File: src/rtl/m_univ_shiftreg.sv
// m_univ_shiftreg: parametrised bidirectional shift register with parallel load and word-complete strobe
module m_univ_shiftreg #(
  parameter int WIDTH = 4,
  localparam int CW = $clog2(WIDTH)
) (
  input  logic             CLK,
  input  logic             CLR,
  input  logic             EN,
  input  logic [1:0]       MODE,
  input  logic             SI,
  input  logic [WIDTH-1:0] PI,
  output logic [WIDTH-1:0] PO,
  output logic             SO_UP,
  output logic             SO_DN,
  output logic             WORD_VLD,
  output logic [CW-1:0]    BITCNT
);
  logic dir;
  assign SO_UP = PO[WIDTH-1];
  assign SO_DN = PO[0];
  // register, counter, strobe and direction update; MODE[1] on a shift is the direction (1 = down)
  always_ff @(posedge CLK) begin
    if (CLR) begin
      PO       <= '0;
      BITCNT   <= '0;
      WORD_VLD <= 1'b0;
      dir      <= 1'b0;
    end else if (!EN || MODE == 2'b00) begin
      WORD_VLD <= 1'b0;
    end else if (MODE == 2'b11) begin
      PO       <= PI;
      BITCNT   <= '0;
      WORD_VLD <= 1'b0;
    end else begin
      PO <= MODE[0] ? {PO[WIDTH-2:0], SI} : {SI, PO[WIDTH-1:1]};
      if (MODE[1] != dir) begin
        dir      <= MODE[1];
        BITCNT   <= CW'(1);
        WORD_VLD <= 1'b0;
      end else begin
        BITCNT   <= (BITCNT == CW'(WIDTH - 1)) ? '0 : BITCNT + CW'(1);
        WORD_VLD <= (BITCNT == CW'(WIDTH - 1));
      end
    end
  end
endmodule

File: config.mk
export PLATFORM = sky130hd
export DESIGN_NAME = m_univ_shiftreg
export DESIGN_NICKNAME = d
export VERILOG_FILES = /design/src/rtl/m_univ_shiftreg.sv
export SDC_FILE = /design/constraint.sdc
export NUM_CORES = 1
export LEC_CHECK = 0
export CAP_MARGIN = 40
export CORE_MARGIN = 8
export CORE_UTILIZATION = 36
export DETAILED_ROUTE_END_ITERATION = 8
export GPL_TIMING_DRIVEN = 1
export PLACE_DENSITY = 0.71
export SYNTH_ARGS = -nofsm -noshare
export SYNTH_HDL_FRONTEND = slang
export SYNTH_SLANG_ARGS = --single-unit
export TNS_END_PERCENT = 5
File: constraint.sdc
create_clock -name CLK -period 1.12 [get_ports CLK]
set_input_delay 0.224 -clock CLK [delete_from_list [all_inputs] [get_ports CLK]]
set_output_delay 0.224 -clock CLK [all_outputs]
set_load 0.005 [all_outputs]
## After elaboration in Yosys (flattened, before gate mapping)

Cells that the tools add are included.

| cells by class | value |
|---|---|
| add/subtract/negate cells | 1 |
| equality and inequality tests | 3 |
| multiplexer cells | 5 |
| bitwise logic cells | 2 |
| reductions and logical operators | 5 |

Operators with widths:

| operator | count |
|---|---|
| 4-bit two-way mux | 2 |
| 2-bit two-way mux | 3 |
| 2-bit equality test (second input constant) | 2 |
| 4-bit OR reduction | 1 |
| 3-bit AND reduction | 1 |
| 2-bit by 1-bit adder with 2-bit output (second input constant) | 1 |
| 2-bit logical NOT | 1 |
| 1-bit inverter | 2 |
| 1-bit logical NOT | 1 |
| 1-bit logical OR | 1 |
| 1-bit inequality test | 1 |

| word-level totals | value |
|---|---|
| flip-flop bits (word level) | 8 |
| input bits | 10 |
| output and inout port bits | 9 |
| logic and storage cells | 20 |

## Logic depth before layout (Yosys ltp)

Gate-level depths: netlist (run 1).

| logic depth | value |
|---|---|
| depth after elaboration | 4 |
| gate-level depth with buffers | 4 |
| gate-level depth less buffers | 3 |

## Least setup slack after synthesis (run 1)

No wires, ideal clock.

| path | value |
|---|---|
| path kind | reg2reg |
| from | reg dir |
| to | reg WORD_VLD |
| data arrival time | 1.103 ns |
| setup slack | -0.042 ns |
| stages on the path, launching flop included | 4 |
| cells stage by stage | dfxtp_1 or3b_1 a211oi_1 and2_1 |

| between the ends | value |
|---|---|
| word-level cells in the longest chain between the ends | 2 |

RTL lines:

| item | line | text |
|---|---|---|
| start: declaration | 18 | `logic dir;` |
| start signal: assignment | 37 | `dir <= MODE[1];` |
| 1-bit inequality test | 36 | `if (MODE[1] != dir) begin` |
| 4-bit OR reduction (no line) | n/a |  |
| end signal: assignment | 42 | `WORD_VLD <= (BITCNT == CW'(WIDTH - 1));` |
| end: declaration | 15 | `output logic WORD_VLD,` |

Every way passes these cells.
A chain may end at the register's enable or synchronous reset.

## Worst setup path in the final report (run 1)

Ends and elaborated chain as after synthesis.

==> metrics.cfg, run 1 <==
[worst_hold_path]
holdPathStages=3
hold_class=in2reg

[global_routing]
grt_pass1_vias=452
grt_first_pass_wirelength_mm=1.925
grt_antenna_before_repair=0
grt_usage_pct=9.023
grt_start_max_net_pins=8
overflow=0

[sta]
period_minus_slack_ps=1132
period_share_pct=101.1
finClkSkew_ps=0.8937
setup_viol=1
hold_viol=0
finalWorstSetupSlack_ps=-11.78
maxClockFrequency_ghz=0.8836
worst_pin_slew_ps=202.2
relSlewSlack_pct=86.44
slew_violations=0
rsz0062_at_grt=yes
hold_slack_ps=307.3

[finish]
drive_gt1_share_pct=27.85
final_area_um2=739.5
n_antenna_cell=0
layout.nets=92
area_delta_synth_final_pct=56.35
postLayoutCoreUtil_pct=58.28

[outcome]
status=finished, violations left
violations=setup timing

[setup_path]
arrival_ps=1320
r2r_slack_ps=-10
critPathKind=reg2reg
crit_required_ps=1310
crit_slowest_cell=or3b_1
crit_fanout=4
start_kind=flop
cp-end-kind=flop
path_cells=or3b_1 -> a211oi_2 -> and2_1
startpoint=dir
r2r_cells=3
timing.rr.end=WORD_VLD
cpPeakStageDelay_ps=360
r2r-start=dir
endpoint=WORD_VLD

[clock_network]
insertion_delay_ps=240
cts.htree.levels=1
clock-sinks=8
cts.clk_slew.worst_paths_ps=50
cts_buffer_depth=2
postCtsSetupBuffers=0
cts_hold_buf=0
root_buffer=clkbuf_4
cts_tree=yes
cts_inserted_buffers=3

[detailed_routing]
drt_iter0_markers=12
num_vias=445
met3_wirelength_um=64
first_pass_iters=4
met2WireLength_um=531
wirelength_mm=1.159
drc=0
wl_met1_um=564
topRoutingLayerUsed=met3
wl_per_cell_um=12.33
viasPerCell=4.734
drtAntennaViolNets=0

[pwr]
combPwrFrac_pct=26.9
internal-power_mw=0.5440
p_sw_mw=0.1839
p_leak_nw=0.3501
power_density_nw_per_um2=984.3
swShare_pct=25.26
pwr-share-clk_pct=29.6
pwr-share-seq_pct=43.5
worst_ir_drop_vdd_uv=467.0

[synth]
syn_nets=62
synthTopCellsByArea=dfxtp_1, mux2i_1, a211oi_1
synth_cell_types=23
ys_top_cells_by_count=dfxtp_1, a211oi_1, mux2i_1
synth_top_area_share_pct=33.86
synth_top_cell_by_area=dfxtp_1
synth-edff-count=0
syn_area_per_cell_um2=9.274
synthFlopType=dfxtp_1
netlist_area_um2=473.0
yosysMostFrequentCell=dfxtp_1
seq_area_frac_synth_pct=33.86
synthCells=51
synth_warnings=0
synth-seq-cells=8
synthArstFlopShare_pct=0

[placement]
pre_cts_slack_ps=-482.2
gp_congestion=0.7341
place_area_um2=729.5
numPortBuffers=18
hpwl_um=919.6

[die]
die_w_um=52.25
die_area_um2=2730
die_h_um=52.25
start_util_pct=37.28
row_count=13
io_pins=19
core_um2=1269

[run]
drv_cap=0

==> repair_timing <==
action | CTS | global route
gates cloned | 0 | 0
resized for setup | 14 | 4
pin swaps | 2 | 1
setup endpoints to repair | 16 | 6
==> final cells by class <==
type,count,area (µm²)
Fill cell,122,529.3
Multi-Input combinational cell,36,272.8
Sequential cell,8,162.7
Clock buffer,3,22.52
Inverter,1,3.754
Timing Repair Buffer,31,259.0
Tap cell,15,18.77
==> power groups by stage <==
stage / clock network [mW] / logic [mW] / registers (mW)
2_1_floorplan: 0 / 0.0961 / 0.326
3_3_place_gp: 0 / 0.213 / 0.321
3_5_place_dp: 0 / 0.214 / 0.321
4_1_cts: 0.222 / 0.197 / 0.317
5_1_grt: 0.236 / 0.217 / 0.319
6_report: 0.215 / 0.196 / 0.317
==> flip-flops by register name, summed over array words and instances (netlist names) <==
signal,cells
WORD_VLD,1
BITCNT,2
PO,4
dir,1
==> placed cells by master, fill, tap and decap left out, drive strengths merged <==
| cell type | n |
|---|---|
| a2111o | 1 |
| a211oi | 5 |
| a21o | 1 |
| a21oi | 2 |
| and2 | 1 |
| buf | 13 |
| clkbuf | 4 |
| clkdlybuf4s50 | 6 |
| dfxtp | 8 |
| dlygate4sd2 | 11 |
| ha | 1 |
| inv | 1 |
| mux2i | 5 |
| nand2 | 2 |
| nand2b | 1 |
| nand3b | 1 |
| nor2 | 4 |
| nor2b | 1 |
| nor3b | 1 |
| o21a | 1 |
| o21ai | 2 |
| o2bb2ai | 4 |
| or3b | 1 |
| xnor2 | 2 |
==> stage by stage <==
stage | cells | power [mW] | TNS (ps)
2_1_floorplan | 51 | 0.4220 | 0
3_3_place_gp | 91 | 0.5348 | -3410
4_1_cts | 94 | 0.7358 | -3.307
3_5_place_dp | 91 | 0.5351 | -3425
6_report | 94 | 0.7279 | -11.78
5_1_grt | 94 | 0.7716 | -77.86
==> how the worst min path moves through the flow <==
stage	endpoint	slack, ps	startpoint
floorplan	PO[0]	440	SI
global placement	BITCNT[0]	500	BITCNT[0]
detailed placement	BITCNT[0]	500	BITCNT[0]
CTS	dir	480	EN
global route	dir	330	MODE[1]
finish	dir	310	MODE[1]
==> critical path, delay by kind of cell, from the launching register on <==
family          cells  cell delay (ps)
simple gates        2              520
compound gates      1              230
flops               1              330
==> kinds of logic after synthesis <==
family	after synthesis	share of synthesized area (%)
AO/OA/AOI/OAI	16	25.13
AND/OR/NAND/NOR	12	13.76
flip-flops	8	33.86
buffers and inverters	7	10.32
multiplexers	5	10.58
XOR/XNOR	2	3.704
adder cells (fa/ha/maj)	1	2.645
==> metal layers <==
layer  global-route usage [%]  vias up
met4                    3.879        0
met1                    10.99      193
met2                    13.80       12
met3                    3.409        0
li1                         -      240
met5                        0        -
No activity file was read; power rests on OpenSTA's default activity.
==> inputs of run 2 (changes only) <==
- CELL_PAD_IN_SITES_DETAIL_PLACEMENT: default -> 1
- CELL_PAD_IN_SITES_GLOBAL_PLACEMENT: default -> 1
- CORE_UTILIZATION: 36 -> 29
- CTS_CLUSTER_SIZE: default -> 25
- PLACE_DENSITY: 0.71 -> default
- PLACE_DENSITY_LB_ADDON: default -> 0.1
- clock period: 1.12 -> 1.1 ns (I/O delays scaled with it)
==> metrics.cfg, run 2 (synthesized netlist as in run 1, its figures left out) <==
[detailed_routing]
first_pass_iters=3  ; was 4
num_vias=465  ; was 445
wl_per_cell_um=13.58  ; was 12.33 µm
drc=0  ; unchanged
drt_iter0_markers=5  ; was 12
wirelength_mm=1.263  ; was 1.159 mm
drtAntennaViolNets=0  ; unchanged
viasPerCell=5.000  ; was 4.734

[clock_network]
postCtsSetupBuffers=0  ; unchanged
cts_buffer_depth=2  ; unchanged
cts_inserted_buffers=3  ; unchanged
cts.clk_slew.worst_paths_ps=60  ; was 50 ps
cts_hold_buf=0  ; unchanged
cts_tree=yes  ; unchanged
root_buffer=clkbuf_4  ; unchanged
insertion_delay_ps=260  ; was 240 ps
clock-sinks=8  ; unchanged
cts.htree.levels=1  ; unchanged

[die]
core_um2=1524  ; was 1269 µm²
die_w_um=56.39  ; was 52.25 µm
die_area_um2=3179  ; was 2730 µm²
die_h_um=56.39  ; was 52.25 µm
start_util_pct=31.03  ; was 37.28%
io_pins=19  ; unchanged
row_count=14  ; was 13

[finish]
area_delta_synth_final_pct=53.97  ; was 56.35%
largest_reg_flops=4  ; unchanged
layout.nets=90  ; was 92
layout_commonest_cell=buf_4  ; unchanged
drive_gt1_share_pct=27.27  ; was 27.85%
top_regs=PO: 4 flops, BITCNT: 2 flops  ; unchanged
postLayoutCoreUtil_pct=47.78  ; was 58.28%
n_antenna_cell=0  ; unchanged
nFillCells=194  ; was 122
final_cell_mix=buf_4, dlygate4sd2_1, clkdlybuf4s50_1, mux2i_1  ; was buf_4, dlygate4sd2_1, dfxtp_1, clkdlybuf4s50_1, mux2i_1
top_register=PO  ; unchanged

[sta]
rsz0062_at_grt=yes  ; unchanged
hold_viol=0  ; unchanged
setup_viol=2  ; was 1
slew_violations=0  ; unchanged
period_minus_slack_ps=1142  ; was 1132 ps
worst_pin_slew_ps=229.5  ; was 202.2 ps
setup_tns_ps=-69.65  ; was -11.78 ps
period_share_pct=103.9  ; was 101.1%
finalWorstSetupSlack_ps=-42.36  ; was -11.78 ps
relSlewSlack_pct=84.61  ; was 86.44%
finClkSkew_ps=4.788  ; was 0.8937 ps
maxClockFrequency_ghz=0.8754  ; was 0.8836 GHz

[setup_path]
cp-end-kind=flop  ; unchanged
arrival_ps=1340  ; was 1320 ps
crit_required_ps=1300  ; was 1310 ps
start_kind=flop  ; unchanged
critPathKind=reg2reg  ; unchanged
cpPeakStageDelay_ps=370  ; was 360 ps
crit_fanout=4  ; unchanged
path_cells=or3b_1 -> a211oi_2 -> and2_1  ; unchanged
crit_slowest_cell=or3b_1  ; unchanged

[placement]
numPortBuffers=18  ; unchanged
gp_congestion=0.7017  ; was 0.7341
pre_cts_slack_ps=-527.7  ; was -482.2 ps
hpwl_mm=1.041  ; was 919.6 µm

[global_routing]
grt_first_pass_wirelength_mm=2.076  ; was 1.925 mm
grt_antenna_before_repair=0  ; unchanged
grt_pass1_vias=475  ; was 452
overflow=0  ; unchanged
grt_usage_pct=7.797  ; was 9.023%
grt_start_max_net_pins=8  ; unchanged

[run]
drv_cap=0  ; unchanged

[pwr]
swShare_pct=26.12  ; was 25.26%
p_sw_mw=0.1953  ; was 0.1839 mW
internal-power_mw=0.5522  ; was 0.5440 mW
pwr-share-seq_pct=43.2  ; was 43.5%
p_leak_nw=0.3379  ; was 0.3501 nW
worst_ir_drop_vdd_uv=423.4  ; was 467.0 µV
pwr-share-clk_pct=30.2  ; was 29.6%
combPwrFrac_pct=26.6  ; was 26.9%
power_density_nw_per_um2=1027  ; was 984.3 nW/µm²

[outcome]
violations=setup timing  ; unchanged
status=finished, violations left  ; unchanged

[worst_hold_path]
hold_class=in2reg  ; unchanged

-- run 2: per-stage QoR --
step           area, µm²  hold WS (ps)  power (mW)  instances
6_report           728.2         282.1      0.7475         93
5_1_grt            728.2         298.9      0.7868         93
3_3_place_gp       715.7         524.1      0.5448         90
4_1_cts            726.9         454.2      0.7618         93
3_5_place_dp       715.7         534.0      0.5451         90
2_1_floorplan      478.0         437.5      0.4297         51
-- run 2: timing repair --
item | CTS | global route
gates resized for setup | 15 | 6
pin swaps | 1 | 0
endpoints found under the setup margin | 16 | 10
-- run 2: layout make-up --
class / instances / area (µm²) / area share (%)
Clock buffer: 3 / 22.52 / 3.093
Inverter: 1 / 3.754 / 0.5155
Multi-Input combinational cell: 36 / 270.3 / 37.11
Sequential cell: 8 / 165.2 / 22.68
Tap cell: 16 / 20.02 / 2.749
Timing Repair Buffer: 29 / 246.5 / 33.85
-- run 2: final timing paths --
path / start / slack, ps / endpoint / cells after the start
min reg2reg: PO[3] / 530 / PO[3] / 2
min: MODE[1] / 280 / dir / 3
max reg2reg: dir / -40 / WORD_VLD / 3
max: dir / -40 / WORD_VLD / 3
-- run 2: power groups by stage --
stage,combinational [mW],clock [mW],sequential (mW)
6_report,0.199,0.226,0.323
5_1_grt,0.216,0.246,0.325
4_1_cts,0.201,0.239,0.322
3_5_place_dp,0.217,0,0.328
3_3_place_gp,0.218,0,0.327
2_1_floorplan,0.0979,0,0.332
-- run 2: per-layer routing --
| layer | GRT usage, % | share of wire (%) | vias to the layer above |
|---|---|---|---|
| li1 | - | - | 236 |
| met1 | 9.451 | 50 | 214 |
| met2 | 11.25 | 43 | 12 |
| met3 | 4.045 | 5.9 | 3 |
| met4 | 3.093 | 0.71 | 0 |
| met5 | 0 | 0 | - |
-- run 2: worst max-delay path, delay by kind of cell, from the launching register on --
family / cells / cell delay (ps)
flops: 1 / 340
compound gates: 1 / 230
simple gates: 2 / 520
==> inputs of run 3 (changes only) <==
- CAP_MARGIN: 40 -> 20
==> results of run 3 <==
Final layout, timing and power as in run 2 (identical DEF).
